## src/rtl/hazard3_aclint_pkg.sv

```systemverilog
// Shared constants for the ACLINT machine timer: the register map and the APB handshake states.
package hazard3_aclint_pkg;

  localparam logic [15:0] MSIP_BASE     = 16'h0000;
  localparam logic [15:0] MTIMECMP_BASE = 16'h4000;
  localparam logic [15:0] MTIME_LO      = 16'hBFF8;
  localparam logic [15:0] MTIME_HI      = 16'hBFFC;
  localparam logic [15:0] CTRL_ADDR     = 16'hC000;
  localparam logic [15:0] DIV_ADDR      = 16'hC004;

  localparam int CTRL_EN = 0;

  typedef enum logic [1:0] {
    APB_IDLE,
    APB_WAIT,
    APB_RESP
  } apb_state_e;

endpackage

```

## src/rtl/hazard3_tick_sync.sv

```systemverilog
// Converts the tick input into counting events (NRZ toggle or level strobe) and divides
// them by DIV+1, producing a single-cycle mtime increment pulse.
module hazard3_tick_sync #(
  parameter bit TICK_IS_NRZ = 1'b0,
  parameter int W_DIV       = 8
) (
  input  logic             clk,
  input  logic             rst_n,
  input  logic             i_tick,
  input  logic             i_en,
  input  logic             i_halt,
  input  logic             i_clr,
  input  logic [W_DIV-1:0] i_div,
  output logic             o_mtime_inc
);

  logic             w_event;
  logic             w_count_en;
  logic             w_wrap;
  logic [W_DIV-1:0] r_count;

  generate
    if (TICK_IS_NRZ) begin : g_nrz
      // [0],[1] synchronise; [2] holds the previous synchronised level for edge detect
      logic [2:0] r_sync;
      always_ff @(posedge clk or negedge rst_n) begin
        if (!rst_n) r_sync <= '0;
        else        r_sync <= {r_sync[1:0], i_tick};
      end
      assign w_event = r_sync[1] ^ r_sync[2];
    end else begin : g_lvl
      assign w_event = i_tick;
    end
  endgenerate

  // Events seen while halted or disabled are simply dropped
  assign w_count_en  = w_event && i_en && !i_halt;
  assign w_wrap      = (r_count == i_div);
  assign o_mtime_inc = w_count_en && w_wrap;

  always_ff @(posedge clk or negedge rst_n) begin
    if (!rst_n)          r_count <= '0;
    else if (i_clr)      r_count <= '0;
    else if (w_count_en) r_count <= w_wrap ? '0 : r_count + 1'b1;
  end

endmodule

```

## src/rtl/hazard3_aclint_mtimer.sv

```systemverilog
// ACLINT machine timer: shared 64-bit mtime, per-hart mtimecmp/msip, prescaled tick,
// and an APB slave with one wait state and error response on unmapped addresses.
module hazard3_aclint_mtimer
  import hazard3_aclint_pkg::*;
#(
  parameter int N_HARTS     = 2,
  parameter bit TICK_IS_NRZ = 1'b0,
  parameter int W_DIV       = 8
) (
  input  logic               clk,
  input  logic               rst_n,
  input  logic [15:0]        paddr,
  input  logic               psel,
  input  logic               penable,
  input  logic               pwrite,
  input  logic [31:0]        pwdata,
  output logic [31:0]        prdata,
  output logic               pready,
  output logic               pslverr,
  input  logic               dbg_halt,
  input  logic               tick,
  output logic [N_HARTS-1:0] soft_irq,
  output logic [N_HARTS-1:0] timer_irq
);

  apb_state_e          r_state, w_state_nxt;
  logic [31:0]         r_prdata;
  logic                r_pslverr;
  logic [63:0]         r_mtime;
  logic [63:0]         r_mtimecmp [N_HARTS];
  logic [N_HARTS-1:0]  r_msip;
  logic [N_HARTS-1:0]  r_timer_irq;
  logic                r_en;
  logic [W_DIV-1:0]    r_div;

  logic                w_acc, w_wr;
  logic [15:0]         w_word, w_off_msip, w_off_cmp;
  logic                w_is_msip, w_is_cmp;
  logic                w_hit;
  logic [31:0]         w_rdata;
  logic [N_HARTS-1:0]  w_sel_msip, w_sel_cmp_lo, w_sel_cmp_hi;
  logic                w_sel_mt_lo, w_sel_mt_hi, w_sel_ctrl, w_sel_div;
  logic                w_mtime_inc;
  logic                w_unused;

  assign w_unused = ^paddr[1:0];

  // ACCESS only counts after a SETUP cycle, so a held psel&penable cannot retrigger
  always_comb begin
    w_state_nxt = r_state;
    case (r_state)
      APB_IDLE: if (psel && !penable) w_state_nxt = APB_WAIT;
      APB_WAIT: begin
        if (psel && penable) w_state_nxt = APB_RESP;
        else if (!psel)      w_state_nxt = APB_IDLE;
      end
      APB_RESP: w_state_nxt = APB_IDLE;
      default:  w_state_nxt = APB_IDLE;
    endcase
  end

  always_ff @(posedge clk or negedge rst_n) begin
    if (!rst_n) r_state <= APB_IDLE;
    else        r_state <= w_state_nxt;
  end

  assign w_acc   = (r_state == APB_WAIT) && psel && penable;
  assign w_wr    = w_acc && pwrite;
  assign pready  = (r_state == APB_RESP);
  assign prdata  = r_prdata;
  assign pslverr = r_pslverr;

  assign w_word     = {paddr[15:2], 2'b00};
  assign w_off_msip = w_word - MSIP_BASE;
  assign w_off_cmp  = w_word - MTIMECMP_BASE;
  assign w_is_msip  = w_off_msip < 16'(4 * N_HARTS);
  assign w_is_cmp   = w_off_cmp  < 16'(8 * N_HARTS);

  always_comb begin
    w_hit        = 1'b0;
    w_rdata      = '0;
    w_sel_msip   = '0;
    w_sel_cmp_lo = '0;
    w_sel_cmp_hi = '0;
    w_sel_mt_lo  = 1'b0;
    w_sel_mt_hi  = 1'b0;
    w_sel_ctrl   = 1'b0;
    w_sel_div    = 1'b0;
    if (w_is_msip) begin
      for (int h = 0; h < N_HARTS; h++) begin
        if (w_off_msip[5:2] == 4'(h)) begin
          w_hit         = 1'b1;
          w_sel_msip[h] = 1'b1;
          w_rdata       = {31'b0, r_msip[h]};
        end
      end
    end else if (w_is_cmp) begin
      for (int h = 0; h < N_HARTS; h++) begin
        if (w_off_cmp[6:3] == 4'(h)) begin
          w_hit = 1'b1;
          if (w_off_cmp[2]) begin
            w_sel_cmp_hi[h] = 1'b1;
            w_rdata         = r_mtimecmp[h][63:32];
          end else begin
            w_sel_cmp_lo[h] = 1'b1;
            w_rdata         = r_mtimecmp[h][31:0];
          end
        end
      end
    end else begin
      case (w_word)
        MTIME_LO:  begin w_hit = 1'b1; w_sel_mt_lo = 1'b1; w_rdata = r_mtime[31:0];  end
        MTIME_HI:  begin w_hit = 1'b1; w_sel_mt_hi = 1'b1; w_rdata = r_mtime[63:32]; end
        CTRL_ADDR: begin w_hit = 1'b1; w_sel_ctrl  = 1'b1; w_rdata = {31'b0, r_en};  end
        DIV_ADDR:  begin w_hit = 1'b1; w_sel_div   = 1'b1; w_rdata = 32'(r_div);     end
        default:   ;
      endcase
    end
  end

  always_ff @(posedge clk or negedge rst_n) begin
    if (!rst_n) begin
      r_prdata  <= '0;
      r_pslverr <= 1'b0;
    end else if (w_acc) begin
      r_prdata  <= w_rdata;
      r_pslverr <= !w_hit;
    end
  end

  always_ff @(posedge clk or negedge rst_n) begin
    if (!rst_n) begin
      r_en  <= 1'b1;
      r_div <= '0;
    end else begin
      if (w_wr && w_sel_ctrl) r_en  <= pwdata[CTRL_EN];
      if (w_wr && w_sel_div)  r_div <= pwdata[W_DIV-1:0];
    end
  end

  hazard3_tick_sync #(
    .TICK_IS_NRZ (TICK_IS_NRZ),
    .W_DIV       (W_DIV)
  ) u_tick_sync (
    .clk         (clk),
    .rst_n       (rst_n),
    .i_tick      (tick),
    .i_en        (r_en),
    .i_halt      (dbg_halt),
    .i_clr       ((w_wr && w_sel_div) || !r_en),
    .i_div       (r_div),
    .o_mtime_inc (w_mtime_inc)
  );

  // A bus write to either half suppresses that cycle's increment entirely (no carry)
  always_ff @(posedge clk or negedge rst_n) begin
    if (!rst_n)                    r_mtime <= '0;
    else if (w_wr && w_sel_mt_lo)  r_mtime[31:0]  <= pwdata;
    else if (w_wr && w_sel_mt_hi)  r_mtime[63:32] <= pwdata;
    else if (w_mtime_inc)          r_mtime <= r_mtime + 64'd1;
  end

  always_ff @(posedge clk or negedge rst_n) begin
    if (!rst_n) begin
      for (int h = 0; h < N_HARTS; h++) r_mtimecmp[h] <= '1;
      r_msip      <= '0;
      r_timer_irq <= '0;
    end else begin
      for (int h = 0; h < N_HARTS; h++) begin
        if (w_wr && w_sel_cmp_lo[h]) r_mtimecmp[h][31:0]  <= pwdata;
        if (w_wr && w_sel_cmp_hi[h]) r_mtimecmp[h][63:32] <= pwdata;
        if (w_wr && w_sel_msip[h])   r_msip[h]            <= pwdata[0];
        r_timer_irq[h] <= (r_mtime >= r_mtimecmp[h]);
      end
    end
  end

  assign soft_irq  = r_msip;
  assign timer_irq = r_timer_irq;

endmodule

```

## config.mk

```make
export PLATFORM = sky130hd
export DESIGN_NAME = hazard3_aclint_mtimer
export DESIGN_NICKNAME = d
export VERILOG_FILES = /design/src/rtl/hazard3_aclint_pkg.sv /design/src/rtl/hazard3_tick_sync.sv /design/src/rtl/hazard3_aclint_mtimer.sv
export SDC_FILE = /design/constraint.sdc
export NUM_CORES = 1
export LEC_CHECK = 0
export CORE_MARGIN = 3
export CORE_UTILIZATION = 29
export CTS_BUF_LIST = sky130_fd_sc_hd__clkbuf_8
export DETAILED_ROUTE_END_ITERATION = 8
export GPL_TIMING_DRIVEN = 0
export HOLD_SLACK_MARGIN = 0.06
export PLACE_DENSITY = 0.44
export SYNTH_ARGS = -nofsm -noshare
export SYNTH_HDL_FRONTEND = slang
export SYNTH_SLANG_ARGS = --single-unit
```

## constraint.sdc

```tcl
create_clock -name clk -period 2.5 [get_ports clk]
set_input_delay 0.75 -clock clk [delete_from_list [all_inputs] [get_ports clk]]
set_output_delay 0.75 -clock clk [all_outputs]
set_load 0.05 [all_outputs]
```

==> summary.md <==
| Metric | Value |
|---|---|
| Clock buffer depth | `3` |
| Nets | `2140` |
| FP Rows | `85` |
| Overall Power | `9.92 mW` |
| # setup viols final | `7` |
| Area Overhead vs Synth | `30.1%` |
| Clock Skew | `42.5 ps` |
| Synthesized instance count | `1706` |
| RR Startpoint | `r_mtimecmp[15]$_DFFE_PN1P_` |
| Via Count | `14131` |
| Synth top area cells | `dfstp_2 (21%), dfrtp_1 (19%), ha_1 (10%)` |
| Worst Setup SP | `r_mtimecmp[15]$_DFFE_PN1P_` |
| Tcrit/Tclk final | `120%` |
| Global route total overflow | `0` |
| Slowest cell on crit path | `or4b_4` |
| WL final | `roughly 61000 µm` |
| Min cycle time layout | `2990 ps` |
| CTS Buf Count | `a little under 50` |
| Post-synth EDFFs | `0` |
| Via density | `between 5 and 6` |
| Slew @ Worst Pin | `996 ps` |
| Max Slew Vio Count | `0` |
| Io pins | `93` |
| Die W | `240 µm` |
| CTS root buf | `clkbuf_8` |
| Final GP Congestion | `0.866` |
| Area share of the largest cell type after synthesis | `between 20% and 30%` |
| First DRT Iteration DRCs | `932` |
| R2R depth | `9` |
| Detailed-route DRC error count | `0` |
| Crit path depth | `9` |
| WL per Instance | `22.6 µm` |
| CP Launch Type | `flop` |
| Synth warnings | `0` |
| Busiest layer in global routing | `met2` |
| Met2 usage | `34.4%` |
| Seq/Total Area, Yosys | `40.2%` |
| FF-to-FF End | `timer_irq[1]$_DFF_PN0_` |
| Outcome | `complete, but fails checks` |
| Maxcap violations | `0` |
| TritonCTS clock tree | `yes` |
| FF+latch area | `6400 µm²` |
| Core ar. | `53900 µm²` |
| Hold Path Class | `primary input to async pin` |
| RSZ-0062 raised after global routing | `yes` |
| DP HPWL | `43900 µm` |
| Final hold violations | `0` |
| Worst vdd ir | `~370 µV` |
| Unique cell type count in the Yosys netlist | `71` |
| Cell area after synthesis | `15900 µm²` |
| Clk Latency, worst-skew pair | `650 ps` |
| CP peak stage delay | `590 ps` |
| Total global-route track usage | `21.0%` |
| First-pass GRT wire length | `91300 µm` |
| Power per Cell Area | `481 nW/µm²` |
| Post-Synthesis Mean Instance Area | `~9.3 µm²` |
| Share of layout cells above drive strength 1 | `30.6%` |
| Vias in the first global route | `14355` |
| Buffers added on ports | `88` |
| CP Class | `flop to flop` |
| CP required | `3070 ps` |
| Met1 Use GR | `28.2%` |
| Post-synth top area cell | `dfstp_2` |
| Critical Path Sink | `timer_irq[1]$_DFF_PN0_` |
| ANT nets after route | `0` |
| Total clock sinks | `between 200 and 250` |
| CP max FO | `3` |
| Detailed Routing Iterations Pass 1 | `5` |
| LEAKAGE | `9.57 nW` |
| Seq cells post-synth | `248` |
| Met3 usage | `between 3 and 4%` |
| Fin Hold WS | `153 ps` |
| Largest net degree at the start of global routing | `108` |
| Relative slew slack | `between 30% and 40%` |
| Number of H-tree levels | `2` |
| Buf+Inv Stages, Crit Path | `1` |
| Clock-pin transition on the worst setup and hold timing paths | `about 60 ps` |
| Die area | `57500 µm²` |
| Family with the most delay on the worst path | `simple AND/OR/NAND/NOR gates` |
| Fin util | `between 30% and 40%` |
| Worst path arrival time | `about 3600 ps` |
| Synth Flop Type | `dfstp_2` |
| Hold_buf cts | `0` |
| Fillers | `5411` |
| Die height | `between 200 and 250 µm` |
| Area occupied by multi-input gates | `9290 µm²` |
| Synth Net Count | `1891` |
| DP Worst Slack | `-1590 ps` |
| Reg2Reg Setup Slack | `-490 ps` |
| Synth async-reset ratio | `100%` |
| Setup ws final | `-488 ps` |
| Initial core utilization | `29.4%` |
| Critical Path End Type | `flop` |
| Failing checks | `setup timing` |
| Worst path cell trace | `inv_1 > ha_4 > nand4_1 > or4b_4 > or4_4 > o211ai_1 > a211oi_2 > o21ai_2 > a221o_1` |
| Fmax achieved | `0.335 GHz` |
| Initial antenna violation count | `1` |
-- where the power goes --
part	switching, mW	internal (mW)	total, mW	leakage, nW
sequential	0.0953	4.08	4.18	2.94
combinational	0.748	0.512	1.26	6.02
clock	1.96	2.52	4.48	0.607
total	2.80	7.12	9.92	9.57
-- synthesized netlist by cell type, types with 30 or more instances --
| cell | instances |
|---|---|
| ha_1 | 130 |
| mux2_2 | 83 |
| mux2i_1 | 92 |
| a21oi_1 | 117 |
| nand2_1 | 214 |
| nand3_1 | 41 |
| o22ai_1 | 41 |
| nor2_1 | 75 |
| clkbuf_1 | 56 |
| dfrtp_1 | 119 |
| nand4_1 | 39 |
| dfstp_2 | 129 |
| xor2_1 | 30 |
| inv_1 | 143 |
| o21ai_0 | 172 |
-- timing repair --
item                       CTS  global route
pin swaps                   59            39
setup endpoints to repair  266            84
buffers inserted            64            41
cloned                       1             2
resized for setup          226           100
-- worst min-delay path by stage --
stage / start / to / slack, ps / depth (start not counted)
4_1_cts: rst_n / prdata[9]$_DFFE_PN0P_ / 160 / 2
2_1_floorplan: r_state[1]$_DFFE_PN0P_ / r_state[0]$_DFFE_PN0P_ / 410 / 1
5_1_grt: rst_n / prdata[9]$_DFFE_PN0P_ / 180 / 2
6_report: rst_n / prdata[9]$_DFFE_PN0P_ / 150 / 2
3_3_place_gp: r_state[1]$_DFFE_PN0P_ / r_state[0]$_DFFE_PN0P_ / 430 / 1
3_5_place_dp: r_state[1]$_DFFE_PN0P_ / r_state[0]$_DFFE_PN0P_ / 440 / 1
-- cell usage in the layout (no fill, tap or decap), types with 39 or more instances in the layout --
cell	synthesis	routed
nand2_1	214	208
inv_1	143	151
o21ai_0	172	150
dfstp_2	129	129
ha_1	130	121
a21oi_1	117	113
mux2i_1	92	92
dfrtp_1	119	90
buf_4	5	85
mux2_2	83	83
clkbuf_8	0	72
nor2_1	75	64
o22ai_1	41	41
nand4_1	39	39
-- cells by family (layout without fill, tap and decap cells) --
family / count (synthesis) / in the layout / synth area share (%)
AND/OR/NAND/NOR: 470 / 470 / 14.6
AO/OA/AOI/OAI: 419 / 419 / 15.4
flip-flops: 248 / 248 / 40.2
buffers and inverters: 221 / 510 / 5.48
multiplexers: 175 / 175 / 11.7
adder cells (fa/ha/maj): 130 / 130 / 10.3
XOR/XNOR: 43 / 43 / 2.38
other: 0 / 2 / 0
-- registers in the layout, indices dropped and copies added, names as in the netlist --
name and flops:
r_en 1, pslverr 1, r_mtime 64, soft_irq 2, r_mtimecmp 128, prdata 32, r_div 8, u_tick_sync.r_count 8
r_state 2, timer_irq 2
-- final cells by class --
| cell class | instances | share of cell area (%) |
|---|---|---|
| Inverter | 143 | 2.60 |
| Multi-Input combinational cell | 1237 | 45.0 |
| Clock buffer | 65 | 4.34 |
| Antenna cell | 2 | 0.0243 |
| Clock inverter | 26 | 0.794 |
| Timing Repair Buffer | 199 | 9.19 |
| Tap cell | 696 | 4.22 |
| Sequential cell | 248 | 31.0 |
| Buffer | 77 | 2.80 |
-- layer usage --
metal  vias to the layer above  part of all wire [%]
met4                         0                   3.2
met1                      7014                    45
met5                         -                     0
met3                       111                   4.8
met2                       379                    47
li1                       6627                     -
-- through the flow --
stage,std cells,area (µm²),TNS (ps)
after floorplan,1706,16100,-16800
after global placement,2490,17800,-2497150
after detailed placement,2493,17900,-263670
after CTS,2649,20000,-905
after global routing,2692,20600,-1490
final,2693,20600,-676
(Power assumes the default switching activity.)
